`src/rtl/alu_req_arbiter.sv`:
```
// rtl/alu_req_arbiter.sv - two-requester round-robin front end for a shared combinational ALU
module alu_req_arbiter #(
  parameter int WIDTH      = 32,
  parameter int MUL_CYCLES = 3
) (
  input  logic                 clk,
  input  logic                 rst_n,
  input  logic [1:0]           req_valid,
  output logic [1:0]           req_ready,
  input  logic [7:0]           req_opcode,
  input  logic [2*WIDTH-1:0]   req_operand1,
  input  logic [2*WIDTH-1:0]   req_operand2,
  output logic [3:0]           alu_opcode,
  output logic [WIDTH-1:0]     alu_operand1,
  output logic [WIDTH-1:0]     alu_operand2,
  input  logic [WIDTH-1:0]     alu_result,
  input  logic                 alu_carry_out,
  input  logic [2*WIDTH-1:0]   alu_product,
  output logic                 resp_valid,
  input  logic                 resp_ready,
  output logic                 resp_id,
  output logic [2*WIDTH-1:0]   resp_data,
  output logic                 resp_carry,
  output logic                 busy
);

  localparam logic [1:0] ST_IDLE = 2'd0;
  localparam logic [1:0] ST_EXEC = 2'd1;
  localparam logic [1:0] ST_RESP = 2'd2;

  localparam logic [3:0] OP_ADD = 4'd0;
  localparam logic [3:0] OP_SUB = 4'd1;
  localparam logic [3:0] OP_MUL = 4'd2;
  localparam logic [3:0] OP_C3  = 4'd3;
  localparam logic [3:0] OP_C4  = 4'd4;

  // EXEC counter loads this for MUL so the final EXEC cycle is reached after MUL_CYCLES cycles
  localparam logic [3:0] MUL_LAST = 4'(MUL_CYCLES - 1);

  logic [1:0]       state;
  logic             ptr;
  logic [3:0]       exec_cnt;
  logic [3:0]       op_q;
  logic [WIDTH-1:0] a_q;
  logic [WIDTH-1:0] b_q;
  logic             id_q;

  logic             any_req;
  logic             winner;
  logic             grant;
  logic [3:0]       sel_op;
  logic [WIDTH-1:0] sel_a;
  logic [WIDTH-1:0] sel_b;
  logic             op_has_carry;

  // Round-robin pick: pointer breaks ties, a lone requester always wins
  always_comb begin
    any_req   = |req_valid;
    winner    = (req_valid == 2'b11) ? ptr : req_valid[1];
    grant     = (state == ST_IDLE) && any_req;
    req_ready = 2'b00;
    if (grant) begin
      req_ready = winner ? 2'b10 : 2'b01;
    end
    sel_op = winner ? req_opcode[7:4] : req_opcode[3:0];
    sel_a  = winner ? req_operand1[2*WIDTH-1:WIDTH] : req_operand1[WIDTH-1:0];
    sel_b  = winner ? req_operand2[2*WIDTH-1:WIDTH] : req_operand2[WIDTH-1:0];
  end

  // Carry is meaningful only for the arithmetic/shift codes 0,1,3,4
  always_comb begin
    op_has_carry = (op_q == OP_ADD) || (op_q == OP_SUB) ||
                   (op_q == OP_C3)  || (op_q == OP_C4);
  end

  // Controller: grant in IDLE, time EXEC, hold response until consumed
  always_ff @(posedge clk or negedge rst_n) begin
    if (!rst_n) begin
      state      <= ST_IDLE;
      ptr        <= 1'b0;
      exec_cnt   <= 4'd0;
      op_q       <= 4'd0;
      a_q        <= '0;
      b_q        <= '0;
      id_q       <= 1'b0;
      resp_data  <= '0;
      resp_carry <= 1'b0;
    end else begin
      case (state)
        ST_IDLE: begin
          if (grant) begin
            state    <= ST_EXEC;
            ptr      <= ~winner;
            op_q     <= sel_op;
            a_q      <= sel_a;
            b_q      <= sel_b;
            id_q     <= winner;
            exec_cnt <= (sel_op == OP_MUL) ? MUL_LAST : 4'd0;
          end
        end
        ST_EXEC: begin
          if (exec_cnt == 4'd0) begin
            state      <= ST_RESP;
            resp_data  <= (op_q == OP_MUL) ? alu_product
                                           : {{WIDTH{1'b0}}, alu_result};
            resp_carry <= op_has_carry ? alu_carry_out : 1'b0;
          end else begin
            exec_cnt <= exec_cnt - 4'd1;
          end
        end
        ST_RESP: begin
          if (resp_ready) begin
            state <= ST_IDLE;
          end
        end
        default: state <= ST_IDLE;
      endcase
    end
  end

  // ALU inputs come only from the captured registers so they stay still through EXEC
  always_comb begin
    alu_opcode   = op_q;
    alu_operand1 = a_q;
    alu_operand2 = b_q;
    resp_valid   = (state == ST_RESP);
    resp_id      = id_q;
    busy         = (state != ST_IDLE);
  end

endmodule

```
`config.mk`:
```
export PLATFORM = sky130hd
export DESIGN_NAME = alu_req_arbiter
export DESIGN_NICKNAME = d
export VERILOG_FILES = /design/src/rtl/alu_req_arbiter.sv
export SDC_FILE = /design/constraint.sdc
export NUM_CORES = 1
export LEC_CHECK = 0
export CAP_MARGIN = 20
export CORE_AREA = 2 2 144 146
export CTS_CLUSTER_DIAMETER = 60
export DETAILED_ROUTE_END_ITERATION = 12
export DIE_AREA = 0 0 146 148
export DONT_BUFFER_PORTS = 1
export HOLD_SLACK_MARGIN = 0.05
export PLACE_DENSITY_LB_ADDON = 0.08
export SLEW_MARGIN = 20
export SYNTH_ARGS = -nofsm -noshare
export SYNTH_HDL_FRONTEND = slang
export SYNTH_SLANG_ARGS = --single-unit
```
`constraint.sdc`:
```
create_clock -name clk -period 1.83 [get_ports clk]
set_input_delay 0.366 -clock clk [delete_from_list [all_inputs] [get_ports clk]]
set_output_delay 0.366 -clock clk [all_outputs]
set_load 0.03 [all_outputs]
```
== Word-level counts from Yosys, hierarchy flattened ==
Cells that the tools add are included.
Widths: inputs -> output; s select.

* Add/sub/neg operators: 1
* Equality and inequality tests: 12
* Multiplexer cells: 16
* Bitwise operators: 1
* Reduce and logical (&&, ||, !) cells: 14

{| class="wikitable"
|+ Operators by type and width
! operator !! count
|-
| $mux 32 || 2
|-
| $mux 64 || 1
|-
| $eq 4x2->1 const B || 3
|-
| $mux 2 || 6
|-
| $mux 4 || 3
|-
| $logic_not 4->1 || 2
|-
| $pmux 4 s2 || 1
|-
| $ne 2x2->1 const B || 3
|-
| $pmux 2 s3 || 1
|-
| $reduce_and 3->1 || 2
|-
| $eq 2x2->1 const B || 2
|-
| $eq 4x1->1 const B || 1
|-
| $eq 4x3->1 const B || 1
|-
| $reduce_and 2->1 || 2
|-
| $reduce_bool 2->1 || 2
|-
| $sub 4x1->4 const B || 1
|-
| $logic_or 1x1->1 || 3
|-
| $eq 2x1->1 const B || 1
|-
| $logic_not 2->1 || 1
|-
| $mux 1 || 2
|-
| $ne 2x1->1 const B || 1
|-
| $reduce_or 2->1 || 1
|-
| $logic_and 1x1->1 || 1
|-
| $not 1->1 || 1
|}

* Bits in registers: 141
* Bits of input ports: 238
* Output and inout bits: 138
* Word-level logic and storage cells: 53

== Logic depth before layout (Yosys ltp) ==
* Depth in word-level cells: 7
* Gate-level depth with buffers: 8
* Depth with buffers taken out: 6

== Worst setup path before layout ==
No wires, ideal clock.

* Path kind: flip-flop to flip-flop
* Start point: register exec_cnt[0]
* End point: register exec_cnt[3]
* Setup time: 0.079 ns
* Arrival time: 1.576 ns
* Path slack: 0.175 ns
* Stages on the path, launching flop included: 8
* Buffers on the path: 1
* Period minus slack after synthesis: 1.655 ns
* Cells stage by stage: dfrtp_1 -> inv_1 -> ha_1 -> nor3b_1 -> or3b_1 -> buf_2 -> nor4_2 -> mux2i_1

* Word-level cells in the longest chain between the ends: 3

{| class="wikitable"
|+ RTL lines
! element !! RTL line !! RTL
|-
| start: declaration || 42 || <nowiki>logic [3:0] exec_cnt;</nowiki>
|-
| start signal: assignment || 98 || <nowiki>exec_cnt <= (sel_op == OP_MUL) ? MUL_LAST : 4'd0;</nowiki>
|-
| start signal: assignment || 108 || <nowiki>exec_cnt <= exec_cnt - 4'd1;</nowiki>
|-
| $sub 4x1->4 / $logic_not 4->1 (equally long branches) || 108, 102 ||
|-
| $mux 4 / $ne 2x2->1 (equally long branches) || - ||
|-
| $pmux 4 s2 / $reduce_and 3->1 (equally long branches) || - ||
|}

Parallel ways exist; a longest one is shown, timed or not. The select of a mux whose other input is x is not followed.
A chain may end at the register's enable or synchronous reset.

== Worst setup path in the final report ==
* Start point: register ptr
* End point: output port req_ready[1]

* Word-level cells in the longest chain between the ends: 3

{| class="wikitable"
|+ RTL lines
! element !! RTL line !! RTL
|-
| start: declaration || 41 || <nowiki>logic ptr;</nowiki>
|-
| start signal: assignment || 93 || <nowiki>ptr <= ~winner;</nowiki>
|-
| $mux 1 || 59 || <nowiki>winner = (req_valid == 2'b11) ? ptr : req_valid[1];</nowiki>
|-
| $mux 2 || 63 || <nowiki>req_ready = winner ? 2'b10 : 2'b01;</nowiki>
|-
| $mux 2 || 62 || <nowiki>if (grant) begin</nowiki>
|-
| end: declaration || 9 || <nowiki>output logic [1:0] req_ready,</nowiki>
|}

No other way between the ends.

==> run summary <==
The most congested layer reported by global routing is met2. The worst hold slack is -361 ps. The final antenna-violating net count came out at 0.

The sequential cells in the finished layout cover a total of 3530 um^2. The clock network fraction of design power is 19.3%. The net count of the finished layout is roughly 800. The placed wire-length estimate came out at 13100 um. In this run the worst path has a maximum fanout of 6. In this run the horizontal extent of the chip is approximately 150 um.

The number of antenna violations at the first check in global routing came to 0. The clock sink total is about 140. The total global-route track usage is approximately 16%. The area taken by multi-input logic gates is ~2400 um^2. The fraction of layout cells with a size suffix above 1 came out at roughly an eighth. The final critical-path required period is 1740 ps. After detailed routing, the number of remaining DRC violations is 0. The number of optimization iterations in the first detailed-route pass is 6. For this run, global-route usage on met3 was measured as 7.59%.

After the first detailed-routing iteration, the DRC count stood at about 170. For the worst-skew pair, the clock arrives at the later sink with an insertion delay of around 420 ps. The share of the core filled with cells in the final layout came out at approximately 36%. The area of the core is 20000 um^2. The number of levels in the clock H-tree is 4. At the pin with the least slew margin, the transition time is approximately 450 ps. The switching share of power is 47.8%.

The synthesized design devotes to its leading area cell type approximately 57% of total area. The share of async-settable or async-resettable flops after synthesis is 100%. The number of global-route vias before repair is ~4.6k. Across the run, the number of max-cap violations was 0. The sequential-to-total area share from yosys stat came out at 57.5%. The combinational cell fraction of total power is around 28%.

Measured against its own limit, the worst slew margin works out to a little over two thirds. The maximum ir drop on the vdd rail is roughly 860 uV. The total of warnings raised by yosys came out at 0. The dominant cell by count in the synthesized netlist is dfrtp_1. The count of inserted antenna diode cells came out at 0.

The number of cells in the design after placement came out at 801. The fmax is ~570 MHz. The relative area change from synthesis to final layout is 17.2%. The flip-flop and latch count after synthesis came out at around 140. The checks that failed: hold timing. The setup total negative slack is 0 ps. The slack of the worst reg-to-reg path came out at ~130 ps. The via count of the routed design came out at about 4.4k. The data arrival at the endpoint of the critical path came out at between 1000 and 1500 ps. The startpoint-to-endpoint class of the critical path is reg -> out. The commonest cells after synthesis are dfrtp_1 (141), nand2_1 (104), a221o_1 (64), and2_1 (64), o21ai_1 (60). The overall die area is roughly 22000 um^2. After filler insertion, the fill cell instance count of the layout stands at 2036. Once the floorplan was initialized, standard cells occupied ~31% of the core.

Summed over all instances, the cell type with the most area after synthesis is dfrtp_1. Summed over all cells, the static leakage comes to a little over 3 nW. After layout, the worst path uses around 95% of the clock period.

The pin count of the biggest net entering global routing came out at about 140. The cell area that synthesis handed to floorplanning was around 6100 um^2. The routability congestion estimate from global placement is between 0.8 and 0.9. In this run the vertical extent of the chip is between 100 and 150 um. The worst setup path is captured at an output port. For met1 alone, demand over resource in global routing was between 10% and 20%. The completed layout was analyzed and its total power is around 0.016 W. The number of buffers inserted for hold repair after clock tree synthesis came out at 2. The switching component of the power came out at between 0.007 and 0.008 W.

The setup violation total in the final timing report came out at 0. The vias per cell is about 5.2. The boundary pin count is between 300 and 400. The clock-pin slew on the worst setup and hold paths came out at roughly 70 ps. The wire length of the first global-routing pass is ~27000 um. The total wire length is around 19000 um.

The data required time of the critical path came out at 1460 ps. The number of CTS-inserted buffers came out at 17. In this run the clock root is driven by a clkbuf_16. Synthesis produced about 560 cells. The clock tree from TritonCTS is done. The met2 track demand over resource is 28.0%.

The number of hold-slack violations in the final timing report is 141. The post-route non-filler standard cell count came out at approximately 850. Per report_power, the sequential group accounts for 52.5% of the total. When the netlist entered floorplanning its net count stood at just under 800. The worst hold path belongs to the class in -> async. Setup repair after global routing left no endpoint under its margin. The detail-routed net length per standard cell is about 23 um. The final count of pins violating max slew came to 0. After synthesis, the netlist uses 32 different library cells. The final clock skew is between 10 and 15 ps.

In the synthesized netlist the dominant register cell turns out to be dfrtp_1. The number of rows in the core area is 52. The run finished, with violations left. The synthesized design contains 0 enable-type register cells. The internal power is roughly 0.0085 W. The count of buffers inserted at the top-level ports is 0. The average footprint of a synthesized cell is around 11 um^2.

No sink is reached through more buffers than the 2 on the longest clock path. Sorting the synthesized cells by area gives the leading types as dfrtp_1 (57%), a221o_1 (10%), and2_1 (6.5%), nand2_1 (6.4%), mux2i_1 (6.2%). The areal power density over the cells came out at about 2300 nW/um^2. The global-route congestion overflow total came out at 0. STA classifies the critical path startpoint as a flip-flop.
[kinds of logic (layout without fill, tap and decap cells)]
kind of cell	Yosys count	after routing	synth area share [%]
buffers and inverters	49	70	3.98
flip-flops	141	141	57.5
AO/OA/AOI/OAI	142	142	17.2
multiplexers	38	38	6.20
adder cells (fa/ha/maj)	2	2	0.408
AND/OR/NAND/NOR	184	184	14.7
[layer usage]
| layer | part of all wire (%) | vias up |
|---|---|---|
| li1 | - | 1992 |
| met1 | 36 | 2117 |
| met2 | 51 | 279 |
| met3 | 11 | 25 |
| met4 | 2.3 | 0 |
| met5 | 0 | - |
[stage by stage]
step	setup WS [ps]	hold slack [ps]	cell area, um^2
floorplan	175	70.4	6140
global placement	72.1	73.4	6480
detailed placement	46.3	73.9	6480
CTS	-28.4	-384	7060
global route	3.45	-391	7190
finish	87.9	-361	7190
[power groups by stage]
stage	clock network, W	registers (W)	logic (W)
final	0.00313	0.00854	0.00458
after global routing	0.00337	0.00870	0.00518
after CTS	0.00322	0.00857	0.00425
after detailed placement	0	0.00858	0.00421
after global placement	0	0.00865	0.00407
after floorplan	0	0.00820	0.00328
[registers in the layout (all words and copies together) (netlist names)]
signal	flops
resp_id	1
alu_opcode	4
ptr	1
exec_cnt	4
alu_operand1	32
state	2
alu_operand2	32
resp_data	64
resp_carry	1
[area by class of cell]
class	count	area share, %
inverters	5	0.261
clock buffers	18	5.97
multi-input cells	366	33.4
well taps	270	4.70
repair buffers	33	5.25
clock inverters	14	1.34
flip-flops and latches	141	49.0
[critical path: stages (launching register included)]
cell,delay (ps)
dfrtp_1,370
nand2b_1,220
nand2_4,170
nor2_4,60
buf_12,140
[layout by cell type, fill, tap and decap left out, types with 6 or more instances in the layout]
cell / count
dfrtp_1: 141
o21ai_1: 60
clkinvlp_4: 6
o21ai_0: 11
clkbuf_16: 19
nand2_1: 104
buf_4: 21
and2_1: 64
a221o_1: 64
mux2i_1: 38
[timing repair]
action,in CTS,in global routing
endpoints found under the hold margin,143,141
pin swaps,2,2
setup endpoints to repair,2,68
setup buffers,3,5
resized for setup,2,10
gates cloned,0,4
[worst paths after layout]
kind	start	to	cells past startpoint
setup / recovery	ptr	req_ready[1]	4
hold / removal	rst_n	alu_operand1[24]	0
setup reg to reg	exec_cnt[0]	exec_cnt[3]	6
hold reg to reg	ptr	ptr	1
max in group asynchronous	rst_n	resp_data[21]	0
min in group clk	alu_product[53]	resp_data[53]	2
(Power assumes the default switching activity.)
